**src/rtl/nes_pkg.sv**
```systemverilog
// nes_pkg: shared NES controller bit mapping, frame size and emulator state encoding
//   BTN_A..BTN_RIGHT : bit positions of each button in the 8-bit button word
//   NES_BUTTON_COUNT : bits per controller frame
//   nes_state_t      : emulator FSM states
package nes_pkg;
   localparam int BTN_A            = 0;
   localparam int BTN_B            = 1;
   localparam int BTN_SELECT       = 2;
   localparam int BTN_START        = 3;
   localparam int BTN_UP           = 4;
   localparam int BTN_DOWN         = 5;
   localparam int BTN_LEFT         = 6;
   localparam int BTN_RIGHT        = 7;
   localparam int NES_BUTTON_COUNT = 8;

   typedef enum logic [1:0] {IDLE, LOADED, SHIFT, DONE} nes_state_t;

   // Pressed buttons pull the line low, so the wire image is the inverted button word.
   function automatic logic [NES_BUTTON_COUNT-1:0] wire_image(input logic [NES_BUTTON_COUNT-1:0] btn);
      return ~btn;
   endfunction
endpackage

```
**src/rtl/nes_controller_emulator_if.sv**
```systemverilog
// nes_controller_emulator_if: NES port pins plus local button source and status
//   nesLatch, nesClk : host-driven pins (async to clk)
//   buttons          : live button state, 1 = pressed
//   nesData          : serial data back to host, active-low per button
//   pollDone         : one-cycle pulse after the 8th bit
//   bitIndex         : accepted nesClk rises since latch fell (0..8)
interface nes_controller_emulator_if;
   logic       nesLatch;
   logic       nesClk;
   logic [7:0] buttons;
   logic       nesData;
   logic       pollDone;
   logic [3:0] bitIndex;

   modport master (output nesLatch, nesClk, buttons, input nesData, pollDone, bitIndex);
   modport slave  (input nesLatch, nesClk, buttons, output nesData, pollDone, bitIndex);
endinterface

```
**src/rtl/nes_sync_edge.sv**
```systemverilog
// nes_sync_edge: multi-flop synchronizer for one async pin with rise/fall pulse detection
//   i_pin   : asynchronous input
//   o_level : synchronized level
//   o_rise  : one-cycle pulse on a synchronized 0->1 transition
//   o_fall  : one-cycle pulse on a synchronized 1->0 transition
module nes_sync_edge #(
   parameter int SYNC_STAGES = 2
) (
   input  logic clk,
   input  logic reset,
   input  logic i_pin,
   output logic o_level,
   output logic o_rise,
   output logic o_fall
);
   logic [SYNC_STAGES-1:0] r_sync;
   logic                   r_prev;

   always_ff @(posedge clk) begin
      if (reset) begin
         r_sync <= '0;
         r_prev <= 1'b0;
      end else begin
         r_sync <= {r_sync[SYNC_STAGES-2:0], i_pin};
         r_prev <= r_sync[SYNC_STAGES-1];
      end
   end

   assign o_level = r_sync[SYNC_STAGES-1];
   assign o_rise  = o_level & ~r_prev;
   assign o_fall  = ~o_level & r_prev;
endmodule

```
**src/rtl/nes_controller_emulator.sv**
```systemverilog
// nes_controller_emulator: device-side NES controller (4021 shift register model)
//   clk, reset : system clock, synchronous active-high reset
//   bus        : slave side of nes_controller_emulator_if (pins, buttons, status)
module nes_controller_emulator
   import nes_pkg::*;
#(
   parameter int SYNC_STAGES    = 2,
   parameter bit FILL_LEVEL     = 1'b1,
   parameter int TIMEOUT_CYCLES = 50000
) (
   input  logic                     clk,
   input  logic                     reset,
   nes_controller_emulator_if.slave bus
);
   localparam int TW = $clog2(TIMEOUT_CYCLES + 1);

   logic          w_latch_lvl, w_latch_rise, w_latch_fall;
   logic          w_clk_lvl, w_clk_rise, w_clk_fall;
   logic          w_unused;
   nes_state_t    r_state;
   logic [7:0]    r_shift;
   logic          r_data;
   logic          r_poll;
   logic [3:0]    r_idx;
   logic [TW-1:0] r_to;

   nes_sync_edge #(.SYNC_STAGES(SYNC_STAGES)) u_latch (
      .clk(clk), .reset(reset), .i_pin(bus.nesLatch),
      .o_level(w_latch_lvl), .o_rise(w_latch_rise), .o_fall(w_latch_fall)
   );

   nes_sync_edge #(.SYNC_STAGES(SYNC_STAGES)) u_clk (
      .clk(clk), .reset(reset), .i_pin(bus.nesClk),
      .o_level(w_clk_lvl), .o_rise(w_clk_rise), .o_fall(w_clk_fall)
   );

   // Latch is level-sensitive and nesClk falls are don't-care.
   assign w_unused = ^{w_latch_rise, w_clk_lvl, w_clk_fall};

   always_ff @(posedge clk) begin
      if (reset) begin
         r_state <= IDLE;
         r_shift <= 8'hFF;
         r_data  <= 1'b1;
         r_poll  <= 1'b0;
         r_idx   <= '0;
         r_to    <= '0;
      end else begin
         r_poll <= 1'b0;
         // A high latch overrides every state and swallows a coincident clock edge.
         if (w_latch_lvl) begin
            r_state <= LOADED;
            r_shift <= wire_image(bus.buttons);
            r_data  <= ~bus.buttons[BTN_A];
            r_idx   <= '0;
            r_to    <= '0;
         end else begin
            case (r_state)
               LOADED: if (w_latch_fall) r_state <= SHIFT;
               SHIFT: begin
                  if (w_clk_rise) begin
                     r_shift <= {FILL_LEVEL, r_shift[7:1]};
                     r_idx   <= r_idx + 4'd1;
                     r_to    <= '0;
                     if (r_idx == 4'(NES_BUTTON_COUNT - 1)) begin
                        r_data  <= FILL_LEVEL;
                        r_poll  <= 1'b1;
                        r_state <= DONE;
                     end else begin
                        r_data <= r_shift[1];
                     end
                  end else if (r_to == TW'(TIMEOUT_CYCLES - 1)) begin
                     r_state <= IDLE;
                     r_data  <= FILL_LEVEL;
                     r_idx   <= '0;
                     r_to    <= '0;
                  end else begin
                     r_to <= r_to + 1'b1;
                  end
               end
               default: r_data <= FILL_LEVEL;
            endcase
         end
      end
   end

   assign bus.nesData  = r_data;
   assign bus.pollDone = r_poll;
   assign bus.bitIndex = r_idx;
endmodule
```
**src/flat_wrapper.sv**
```systemverilog
// flat-port wrapper written by rule: the top's interface ports become plain ports
module nes_controller_emulator_flat import nes_pkg::*;
#(
   parameter int SYNC_STAGES    = 2,
   parameter bit FILL_LEVEL     = 1'b1,
   parameter int TIMEOUT_CYCLES = 50000
)
  (clk, reset, bus_nesLatch, bus_nesClk, bus_buttons, bus_nesData, bus_pollDone, bus_bitIndex);
  nes_controller_emulator_if bus_i ();
  input  logic clk;
  input  logic reset;
  input wire logic [$bits(bus_i.nesLatch)-1:0] bus_nesLatch;
  input wire logic [$bits(bus_i.nesClk)-1:0] bus_nesClk;
  input wire logic [$bits(bus_i.buttons)-1:0] bus_buttons;
  output wire logic [$bits(bus_i.nesData)-1:0] bus_nesData;
  output wire logic [$bits(bus_i.pollDone)-1:0] bus_pollDone;
  output wire logic [$bits(bus_i.bitIndex)-1:0] bus_bitIndex;
  assign bus_i.nesLatch = bus_nesLatch;
  assign bus_i.nesClk = bus_nesClk;
  assign bus_i.buttons = bus_buttons;
  assign bus_nesData = bus_i.nesData;
  assign bus_pollDone = bus_i.pollDone;
  assign bus_bitIndex = bus_i.bitIndex;
  nes_controller_emulator #(.SYNC_STAGES(SYNC_STAGES), .FILL_LEVEL(FILL_LEVEL), .TIMEOUT_CYCLES(TIMEOUT_CYCLES)) u_core (.clk(clk), .reset(reset), .bus(bus_i));
endmodule
```
**config.mk**
```make
export PLATFORM = sky130hd
export DESIGN_NAME = nes_controller_emulator_flat
export DESIGN_NICKNAME = d
export VERILOG_FILES = /design/src/rtl/nes_pkg.sv /design/src/rtl/nes_controller_emulator_if.sv /design/src/rtl/nes_sync_edge.sv /design/src/rtl/nes_controller_emulator.sv /design/src/flat_wrapper.sv
export SDC_FILE = /design/constraint.sdc
export NUM_CORES = 1
export LEC_CHECK = 0
export ABC_AREA = 1
export CELL_PAD_IN_SITES_DETAIL_PLACEMENT = 0
export CELL_PAD_IN_SITES_GLOBAL_PLACEMENT = 1
export CORE_ASPECT_RATIO = 2
export CORE_UTILIZATION = 25
export DETAILED_ROUTE_END_ITERATION = 8
export HOLD_SLACK_MARGIN = 0.08
export PLACE_DENSITY = 0.57
export SYNTH_ARGS = -nofsm -noshare
export SYNTH_HDL_FRONTEND = slang
export SYNTH_HIERARCHICAL = 1
export SYNTH_SLANG_ARGS = --single-unit
```
**constraint.sdc**
```tcl
create_clock -name clk -period 3.7 [get_ports clk]
set_clock_uncertainty 0.2 [all_clocks]
set_input_delay 0.37 -clock clk [delete_from_list [all_inputs] [get_ports clk]]
set_output_delay 0.37 -clock clk [all_outputs]
set_load 0.1 [all_outputs]
```
After elaboration in Yosys (flattened, before gate mapping)
Index checks and enable logic that the tools add are counted.
- multiplexer cells: 19
- bitwise operators: 8
- equality and inequality tests: 11
- $add $sub $neg: 2
- reductions and logical operators: 12
- operator list (operator ; count):
    2-to-1 mux 16 bit ; 2
    2-to-1 mux 8 bit ; 3
    adder 16 x 1 -> 16 bit (second input constant) ; 1
    equality test 16 bit (second input constant) ; 1
    2-to-1 mux 2 bit ; 4
    2-to-1 mux 4 bit ; 2
    != test 4 x 3 -> 1 bit (second input constant) ; 2
    inverter 8 bit ; 1
    AND reduction 4 bit ; 2
    nonzero test 2 bit ; 4
    2-to-1 mux 1 bit ; 6
    != test 3 x 2 -> 1 bit (second input constant) ; 2
    AND reduction 2 bit ; 3
    inverter 1 bit ; 5
    adder 4 x 1 -> 4 bit (second input constant) ; 1
    equality test 4 x 3 -> 1 bit (second input constant) ; 1
    != test 2 bit (second input constant) ; 2
    case mux 2 bit (2 select lines) ; 1
    OR reduction 4 bit ; 1
    != test 3 bit (second input constant) ; 1
    nonzero test 3 bit ; 1
    bitwise AND 1 bit ; 2
    equality test 2 x 1 -> 1 bit (second input constant) ; 1
    equality test 2 bit (second input constant) ; 1
    2 further kinds ; 2
- word-level logic and storage cells: 63
- output and inout bits: 6
- input port bits: 12
- register bits after elaboration: 38

Depth between registers and ports, before layout
Gate-level depths: netlist of the first run.
- word-level depth: 5
- gate-level depth with buffers: 10
- gate-level depth less buffers: 10

Modules after synthesis
The synthesis of the first run kept the hierarchy.
- modules (own cells, without submodules) (module ; area each (sq um) ; cells an instance ; instances ; seq. area each (sq um)):
    nes_controller_emulator ; 1626.6 ; 234 ; 1 ; 620.6
    nes_sync_edge ; 93.8 ; 12 ; 2 ; 60.1

Worst setup path after synthesis of the first run
Ideal clock, no wire load.
- kind: register to register
- from: reg u_core.r_idx[0], in the netlist u_core/bus.bitIndex[0]
- to: reg u_core.r_state[0]
- required time: 3385 ps
- period minus slack after synthesis: 2165 ps
- library setup time: 115 ps
- path buffers: 0
- slack: 1535 ps
- arrival time: 1850 ps
- stages on the path, launching flop included: 9
- cells stage by stage: dfxtp_1 -> ha_1 -> nand2_1 -> nor2_1 -> o21ai_0 -> nand2_1 -> nand3_1 -> nand2_1 -> nor2_1
- longest elaborated chain between the ends: 3
- ends and longest elaborated chain (what ; line ; RTL):
    start, declared ; nes_controller_emulator.sv:24 ; logic [3:0] r_idx;
    start signal, assigned ; nes_controller_emulator.sv:63 ; r_idx <= r_idx + 4'd1;
    equality test 4 x 3 -> 1 bit ; nes_controller_emulator.sv:65 ; if (r_idx == 4'(NES_BUTTON_COUNT - 1)) begin
    != test 4 x 3 -> 1 bit (no source line) ; -- ;
    AND reduction 4 bit (no source line) ; -- ;
    end signal, assigned ; nes_controller_emulator.sv:59 ; LOADED: if (w_latch_fall) r_state <= SHIFT;
    end signal, assigned ; nes_controller_emulator.sv:68 ; r_state <= DONE;
    end signal, assigned ; nes_controller_emulator.sv:73 ; r_state <= IDLE;
    end, declared ; nes_controller_emulator.sv:20 ; nes_state_t r_state;
No other way between the ends.
A chain may end at the register's enable or synchronous reset.

Worst setup path in the final report of the first run
- from: reg u_core.r_idx[3], in the netlist u_core/bus.bitIndex[3]
- to: out bus_bitIndex[3]
- RTL lines (what ; line ; RTL):
    end, declared ; flat_wrapper.sv:17 ; output wire logic [$bits(bus_i.bitIndex)-1:0] bus_bitIndex;
No word-level cell between the ends.

==> results of run 1 <==
-- power breakdown --
part / total [W] / switching [W] / internal [W]
registers: 0.000412 / 0.00000584 / 0.000406
clock network: 0.000423 / 0.000158 / 0.000265
logic: 0.0000451 / 0.0000251 / 0.0000199
-- state kept, by name (all words and copies together), names as in the netlist --
name,flops
u_core/bus.bitIndex,4
u_core/bus.nesData,1
u_core/bus.pollDone,1
u_core/r_shift,7
u_core/r_state,2
u_core/r_to,16
u_core/u_clk/r_prev,1
u_core/u_clk/r_sync,2
u_core/u_latch/r_prev,1
u_core/u_latch/r_sync,2
-- cell type report --
class                           count  area share, %
Tap cell                           90           5.11
Clock buffer                        7           6.48
Inverter                           37           6.31
Multi-Input combinational cell    178           40.7
Timing Repair Buffer               17           7.73
Sequential cell                    37           33.6
-- stage by stage --
| step | power [W] | setup WS [ps] |
|---|---|---|
| final | 0.000880 | 1270 |
| after global routing | 0.000918 | 1190 |
| after CTS | 0.000895 | 1240 |
| after detailed placement | 0.000467 | 1550 |
| after global placement | 0.000467 | 1560 |
| after floorplan | 0.000448 | 1540 |
-- worst paths after layout --
kind                             from  cells past startpoint                       end
min reg2reg  u_core/u_latch/r_sync[0]                      2  u_core/u_latch/r_sync[1]
min          u_core/u_latch/r_sync[0]                      2  u_core/u_latch/r_sync[1]
max            u_core/bus.bitIndex[3]                      1           bus_bitIndex[3]
max reg2reg            u_core/r_to[0]                      6    u_core/bus.bitIndex[0]
-- metal layers --
metal  GRT usage (%)  wire (microns)  vias to the layer above
met5               0               0                        -
met2            24.0            2390                       23
li1                -               -                      828
met1            12.1            1610                      656
met3            3.18             100                        4
met4            5.42              72                        0
-- cells in the final DEF, fill, tap and decap left out, types with 3 or more instances in the layout --
cell type,count
nand2_1,59
nor2_1,42
dfxtp_1,37
inv_1,34
nand3_1,18
clkdlybuf4s50_1,17
o21ai_0,11
xor2_1,8
nor2_2,6
a21oi_1,6
clkbuf_16,5
nor2_4,5
nand2_2,4
inv_2,3
o211ai_1,3
xnor2_1,3
-- worst min-delay path, delay by kind of cell, from the launching register on --
kind	cells	cell delay, ps
DFF	1	300
buffers and inverters	1	40
and+or+nand+nor	1	30
==> run metrics, run 1 <==
status complete, no violations; CTS clock-pin slew for the worst setup and hold paths 60 ps; number of nets still failing antenna checks after routing 0; layout cell share with drive strength beyond 1 under 10%; Mapped Nets ~270; port bufs 17; DP HPWL 3220 microns; Post-Synthesis Cells about 260; Core Util, Final 31.7%; CP Cell Sequence clkdlybuf4s50_1; worst min path class reg2reg; CP max stage cell clkdlybuf4s50_1; yosys warns 6; Post-CTS Setup Inserts 0; fillcell total 764; slew margin rel. 35.1%; Mean Syn Cell Area 7.07 sq um; worst-skew pair later-pin latency 280 ps; final-report max-slew violation count 0; Hold Buf Count CTS 0; clk sink count 37; post-route insts no fill between 300 and 400; CTS tree yes; VDD IR max 0.203 mV; final WL ~4200 microns; CTS Root Cell clkbuf_16; die width 62.1 microns; CP bufs+invs 1; Crit Path Max Fanout 5; Cells after DPL 359; core box area about 0.007 sq mm; total iterations of the first detailed-routing run 4; Final Cell Area between 0.002 and 0.0025 sq mm; Synth Cell Area 0.00180 sq mm; DR DRC count 0; ANT cells 0; Layout area overhead 22.1%; I/O pin count 18; initial antenna violation count 0; routed vias/inst 4.13; total grt overflow 0; Num CTS Buffers 5; total number of vias about 1500; Slew @ Worst Pin 971 ps; Max Root-Sink Buffers 2; Startpoint Class register; Final Setup Violations 0; CP top delay family buffers and inverters; RSZ-0062 raised after global routing no; largest net degree at the start of global routing 18; dpl cell area 0.00206 sq mm; DR WL/cell 11.4 microns; H-Tree Depth 2; Req. time, crit path approximately 3100 ps; R2R Setup Slk 2000 ps; Leakage Power 0.920 nW; post-CTS sizing 0; Final TNS setup 0 ps; P per Cell Area 399 mW/mm^2; Max Clock Freq between 400 and 500 MHz; Max-cap violations 0; final hold viol count 0; Die Ht roughly 120 microns; storage element area 741 sq um; global-route wire length before repair 7020 microns; number of global-route vias before repair 1478; Starting Density 26.0%; die area 0.00758 sq mm; Post-layout nets 290; final period utilization between 60% and 70%; DR iter-0 viols 59; minimum clock period after layout between 2000 and 2500 ps; Setup CP Type reg2out; Fin Hold WS about 210 ps; worst stage delay on the critical path 1160 ps; Multi-input gate area 897 sq um; placer congestion estimate roughly 0.70; std cell rows 43; Arrival @ worst endpoint 1860 ps; GRT Util Overall between 10 and 15%; Worst setup EP type output pin
Note: power is estimated with default switching activity, not from simulation.
==> inputs of run 2 (changes only) <==
Clock period 3.7 ns to 2.3 ns, I/O delays scaled along.
==> run 2 against run 1 <==
Against the previous run:
- routed wire length is 1.1% higher
- final area unchanged
- critical path depth up 5
- largest power group unchanged
- sequential cell count is the same
- first-iteration DRC count shrank 29%
- global-route usage up 0.25 points
- via count increased by 0.53%
- cell count is 0.55% higher
- combinational power rose by 69%
==> run metrics, run 2 (synthesis results as in run 1) <==
status complete, no violations; post-CTS sizing 0 (unchanged); worst-skew pair later-pin latency 280 ps (about the same); initial antenna violation count 0 (unchanged); core box area 0.00694 sq mm (unchanged); slew margin rel. 68.9% (+34 points); Post-CTS Setup Inserts 0 (unchanged); worst stage delay on the critical path 370 ps (-790 ps); total grt overflow 0 (unchanged); Num CTS Buffers 5 (unchanged); std cell rows 43 (unchanged); DR iter-0 viols 42 (-29%); routed vias/inst 4.13 (about the same); DR DRC count 0 (unchanged); Hold Buf Count CTS 0 (unchanged); Max Root-Sink Buffers 2 (unchanged); Max Clock Freq 599 MHz; layout cell share with drive strength beyond 1 12.6% (+2.8 points); clock network power share 47.7% (-0.3 points); Startpoint Class register; metal3 WL 111 microns (+11%); Final Setup Violations 0 (unchanged); minimum clock period after layout 1670 ps; CTS tree yes; final hold viol count 0 (unchanged); Starting Density 26.0% (unchanged); DRT met1 WL 1480 microns (-8.1%); Biggest register u_core/r_to; total number of vias 1519 (+0.53%); Post-layout nets 292 (+0.69%); max reg flops 16 (unchanged); H-Tree Depth 2 (unchanged); most used cells in the layout excluding fill and tap cells nand2_1 (59), nor2_1 (42), dfxtp_1 (37); largest net degree at the start of global routing 14 (-4); Setup CP Type reg2reg; placer congestion estimate 0.760 (+8.2%); Worst Setup SP u_core/r_to[0]; die area 0.00758 sq mm (unchanged); Final Cell Area 0.00220 sq mm (unchanged); Leakage Power 0.940 nW (+2.2%); DP HPWL 3330 microns (+3.4%); P per Cell Area 641 mW/mm^2 (+60%); port bufs 17 (unchanged); clk sink count 37 (unchanged); VDD IR max 0.458 mV (+130%); CP max stage cell dfxtp_1; Die Ht 122 microns (unchanged); CP Cell Sequence ha_1 > nand3_1 > nor2_1 > nand2_1 > o21ai_0 > a21oi_1; RSZ-0062 raised after global routing no; final-report max-slew violation count 0 (unchanged); I/O pin count 18 (unchanged); Crit Path Max Fanout 4 (-1); Layout area overhead 22.1% (unchanged); Req. time, crit path 2250 ps (-880 ps); Worst setup EP type register; Switch Pwr 0.000298 W (+58%); total iterations of the first detailed-routing run 4 (unchanged); CTS Root Cell clkbuf_16; fraction of power consumed by combinational cells 5.4% (+0.3 points); ANT cells 0 (unchanged); DR WL met2 2520 microns (+5.2%); Internal 0.00111 W (+61%); global-route wire length before repair 7000 microns (-0.40%); Core Util, Final 31.7% (unchanged); Max-cap violations 0 (unchanged); Arrival @ worst endpoint 1620 ps (-240 ps); Final TNS setup 0 ps (unchanged); number of global-route vias before repair 1509 (+2.1%); final WL 4220 microns (+1.1%); Sw Ratio 21.1% (-0.32 points); highest routed layer met4; CTS clock-pin slew for the worst setup and hold paths 50 ps (about the same); worst min path class reg2reg; number of nets still failing antenna checks after routing 0 (unchanged); Slew @ Worst Pin 466 ps (-505 ps); final period utilization 72.5%; Reg power frac 46.9% (about the same); commonest non-fill, non-tap cell in the layout nand2_1; die width 62.1 microns (unchanged); reg2reg start u_core/r_to[0]; dpl cell area 0.00206 sq mm (unchanged); DR WL/cell 11.5 microns (+0.50%); GRT Util Overall 13.0% (+0.25 points); Hold Crit Start u_core/u_clk/r_sync[0]
-- run 2: final timing paths --
kind,end,slack (ps),depth (start not counted)
max reg2reg,u_core/bus.bitIndex[2],630,6
max,u_core/bus.bitIndex[2],630,6
min reg2reg,u_core/u_clk/r_sync[1],200,2
min,u_core/u_clk/r_sync[1],200,2
-- run 2: area by class of cell --
cell class	count	area (sq um)
Clock buffer	7	143
Fill cell	770	4740
Inverter	37	139
Multi-Input combinational cell	178	897
Sequential cell	37	741
Tap cell	90	113
Timing Repair Buffer	19	170
-- run 2: power by group through the flow --
stage	Sequential, W	Clock (W)	Combinational (W)
CTS	0.000662	0.000700	0.0000781
global route	0.000663	0.000714	0.0000856
floorplan	0.000676	0	0.0000443
detailed placement	0.000676	0	0.0000778
global placement	0.000676	0	0.0000777
finish	0.000662	0.000673	0.0000761
-- run 2: per-layer routing --
metal,GRT usage (%),vias up
li1,-,833
met1,11.6,659
met2,25.1,22
met3,2.65,5
met4,6.67,0
met5,0,-
-- run 2: per-stage QoR --
step           total power [W]  hold slack (ps)  cells  setup WS, ps
2_1_floorplan         0.000721              101    255           135
3_3_place_gp          0.000753              189    361           586
3_5_place_dp          0.000754              192    361           513
4_1_cts                0.00144              200    368           564
5_1_grt                0.00146              221    368           441
6_report               0.00141              198    368           632
-- run 2: critical path: cells and delay by family (launching register included) --
kind	cells	cell delay [ps]
AOI/OAI and AO/OA	2	420
adders and majority gates	1	210
DFF	1	370
and+or+nand+nor	3	340
==> inputs of run 3 (changes only) <==
Settings changed: PLACE_DENSITY 0.57 to 0.59.
Clock period 2.3 ns to 1.4 ns, I/O delays scaled along.
==> run 3 against run 2 <==
Against the previous run:
- the flow now finishes with violations (negative setup slack)
- clock-buffer cell count down 1
- final area rose by 35%
- global-route usage grew 2.4 points
- largest power group unchanged
- core utilization is 11 points higher
==> run metrics, run 3 (synthesis results as in run 1) <==
total grt overflow 0 (unchanged); final period utilization 108% (+35 points); Multi-input gate area 0.00122 sq mm (+36%); DR WL/cell 12.1 microns (+5.8%); total iterations of the first detailed-routing run 4 (unchanged); worst min path class in2reg; routed vias/inst 4.39 (+6.4%); r2r endpoint u_core/r_to[10]; Num CTS Buffers 5 (unchanged); Crit Path Max Fanout 7 (+3); I/O pin count 18 (unchanged); Post-layout nets 332 (+14%); Slew @ Worst Pin 337 ps (-129 ps); core box area 0.00694 sq mm (unchanged); CTS clock-pin slew for the worst setup and hold paths 60 ps (about the same); storage element area 777 sq um (+4.9%); reg2reg start u_core/r_to[1]; R2R Setup Slk -110 ps (-740 ps); Max Clock Freq 663 MHz (+11%); worst-skew pair later-pin latency 290 ps (about the same); status finished, violations left; Setup CP Type reg2reg; Hold Crit Start bus_nesClk; total power draw 0.00236 W (+67%); ANT cells 0 (unchanged); Die Ht 122 microns (unchanged); VDD IR max 0.782 mV (+71%); Biggest register u_core/r_to; Leakage Power 1.25 nW (+33%); commonest non-fill, non-tap cell in the layout nand2_1; Max-cap violations 0 (unchanged); Worst setup EP type register; die area 0.00758 sq mm (unchanged); layout cell share with drive strength beyond 1 45.5% (+33 points); initial antenna violation count 0 (unchanged); final-report max-slew violation count 0 (unchanged); Place WS -160 ps (-673 ps); CTS Root Cell clkbuf_16; violated checks negative setup slack; RSZ-0062 raised after global routing yes; largest net degree at the start of global routing 12 (-2); Final Setup Violations 24 (+24); number of nets still failing antenna checks after routing 0 (unchanged); final hold viol count 0 (unchanged); slew margin rel. 77.3% (+8.5 points); Hold Buf Count CTS 0 (unchanged); Starting Density 26.0% (unchanged); GRT Util Overall 15.4% (+2.4 points); DP HPWL 3680 microns (+10%); port bufs 17 (unchanged); Req. time, crit path 1380 ps (-870 ps); clk sink count 37 (unchanged); Max Root-Sink Buffers 2 (unchanged); total number of vias 1796 (+18%); P per Cell Area 791 mW/mm^2 (+23%); Layout area overhead 65.2%; Worst setup endpoint u_core/r_to[10]; CTS tree yes; Core Util, Final 42.9% (+11 points); fillcell total 712 (-7.5%); DR iter-0 viols 83 (+98%); global-route wire length before repair 8380 microns (+20%); final worst slack -107 ps (-739 ps); DR DRC count 0 (unchanged); most used cells in the layout excluding fill and tap cells nand2_1 (43), buf_4 (32), inv_1 (30); H-Tree Depth 2 (unchanged); minimum clock period after layout 1510 ps (-161 ps); Arrival @ worst endpoint 1480 ps (-140 ps); std cell rows 43 (unchanged); Startpoint Class register; Worst Setup SP u_core/r_to[1]; max reg flops 16 (unchanged); number of global-route vias before repair 1841 (+22%); die width 62.1 microns (unchanged); Reg2Reg Depth 8 (+2); final WL 4960 microns (+18%); placer congestion estimate 0.783 (+3.0%)
-- run 3: critical path, cell delays in order, from the launching register on --
cell and delay, ps:
dfxtp_2 350, ha_4 180, nand3_4 110, nor2_4 130, nand2_2 70, nand2_4 80
nand2_8 90, nand2_8 120, nor2_1 60
-- run 3: through the flow --
step	cell area, sq um	setup TNS, ps	hold slack, ps	instances
after floorplan	1860	-334	11.2	255
after global placement	2470	-2940	191	396
after detailed placement	2470	-2740	199	396
after CTS	2720	-1730	170	406
after global routing	2980	-3460	172	409
final	2980	-1520	175	409
-- run 3: final cells by class --
type,instances,area share (%)
multi-input combinational,179,40.9
sequential,37,26.1
timing repair buffer,58,19.8
inverter,37,4.75
clock buffer,6,4.33
tap,90,3.78
clock inverter,2,0.336
-- run 3: power breakdown --
group | internal (W) | switching (W)
combinational | 0.0000866 | 0.0000978
clock | 0.000654 | 0.000437
sequential | 0.00106 | 0.0000159
-- run 3: metal layers --
metal,up-vias,global-route usage [%],wire length [microns]
met5,-,0,0
met4,0,6.94,107
met3,6,3.50,95
met2,22,30.0,3110
met1,844,13.6,1650
li1,924,-,-
-- run 3: worst min path at each step --
stage	to	slack, ps	cells after the start
CTS	u_core/u_latch/r_sync[0]	170	3
finish	u_core/u_clk/r_sync[0]	170	3
global route	u_core/u_latch/r_sync[0]	170	3
floorplan	u_core/u_clk/r_sync[0]	10	1
detailed placement	u_core/u_latch/r_sync[1]	200	2
global placement	u_core/u_latch/r_sync[1]	190	2
-- run 3: repair_timing --
action	4_1_cts	5_1_grt
resized for setup	23	73
buffers inserted	1	4
cloned	1	0
setup endpoints to repair	25	31
pin swaps	11	24
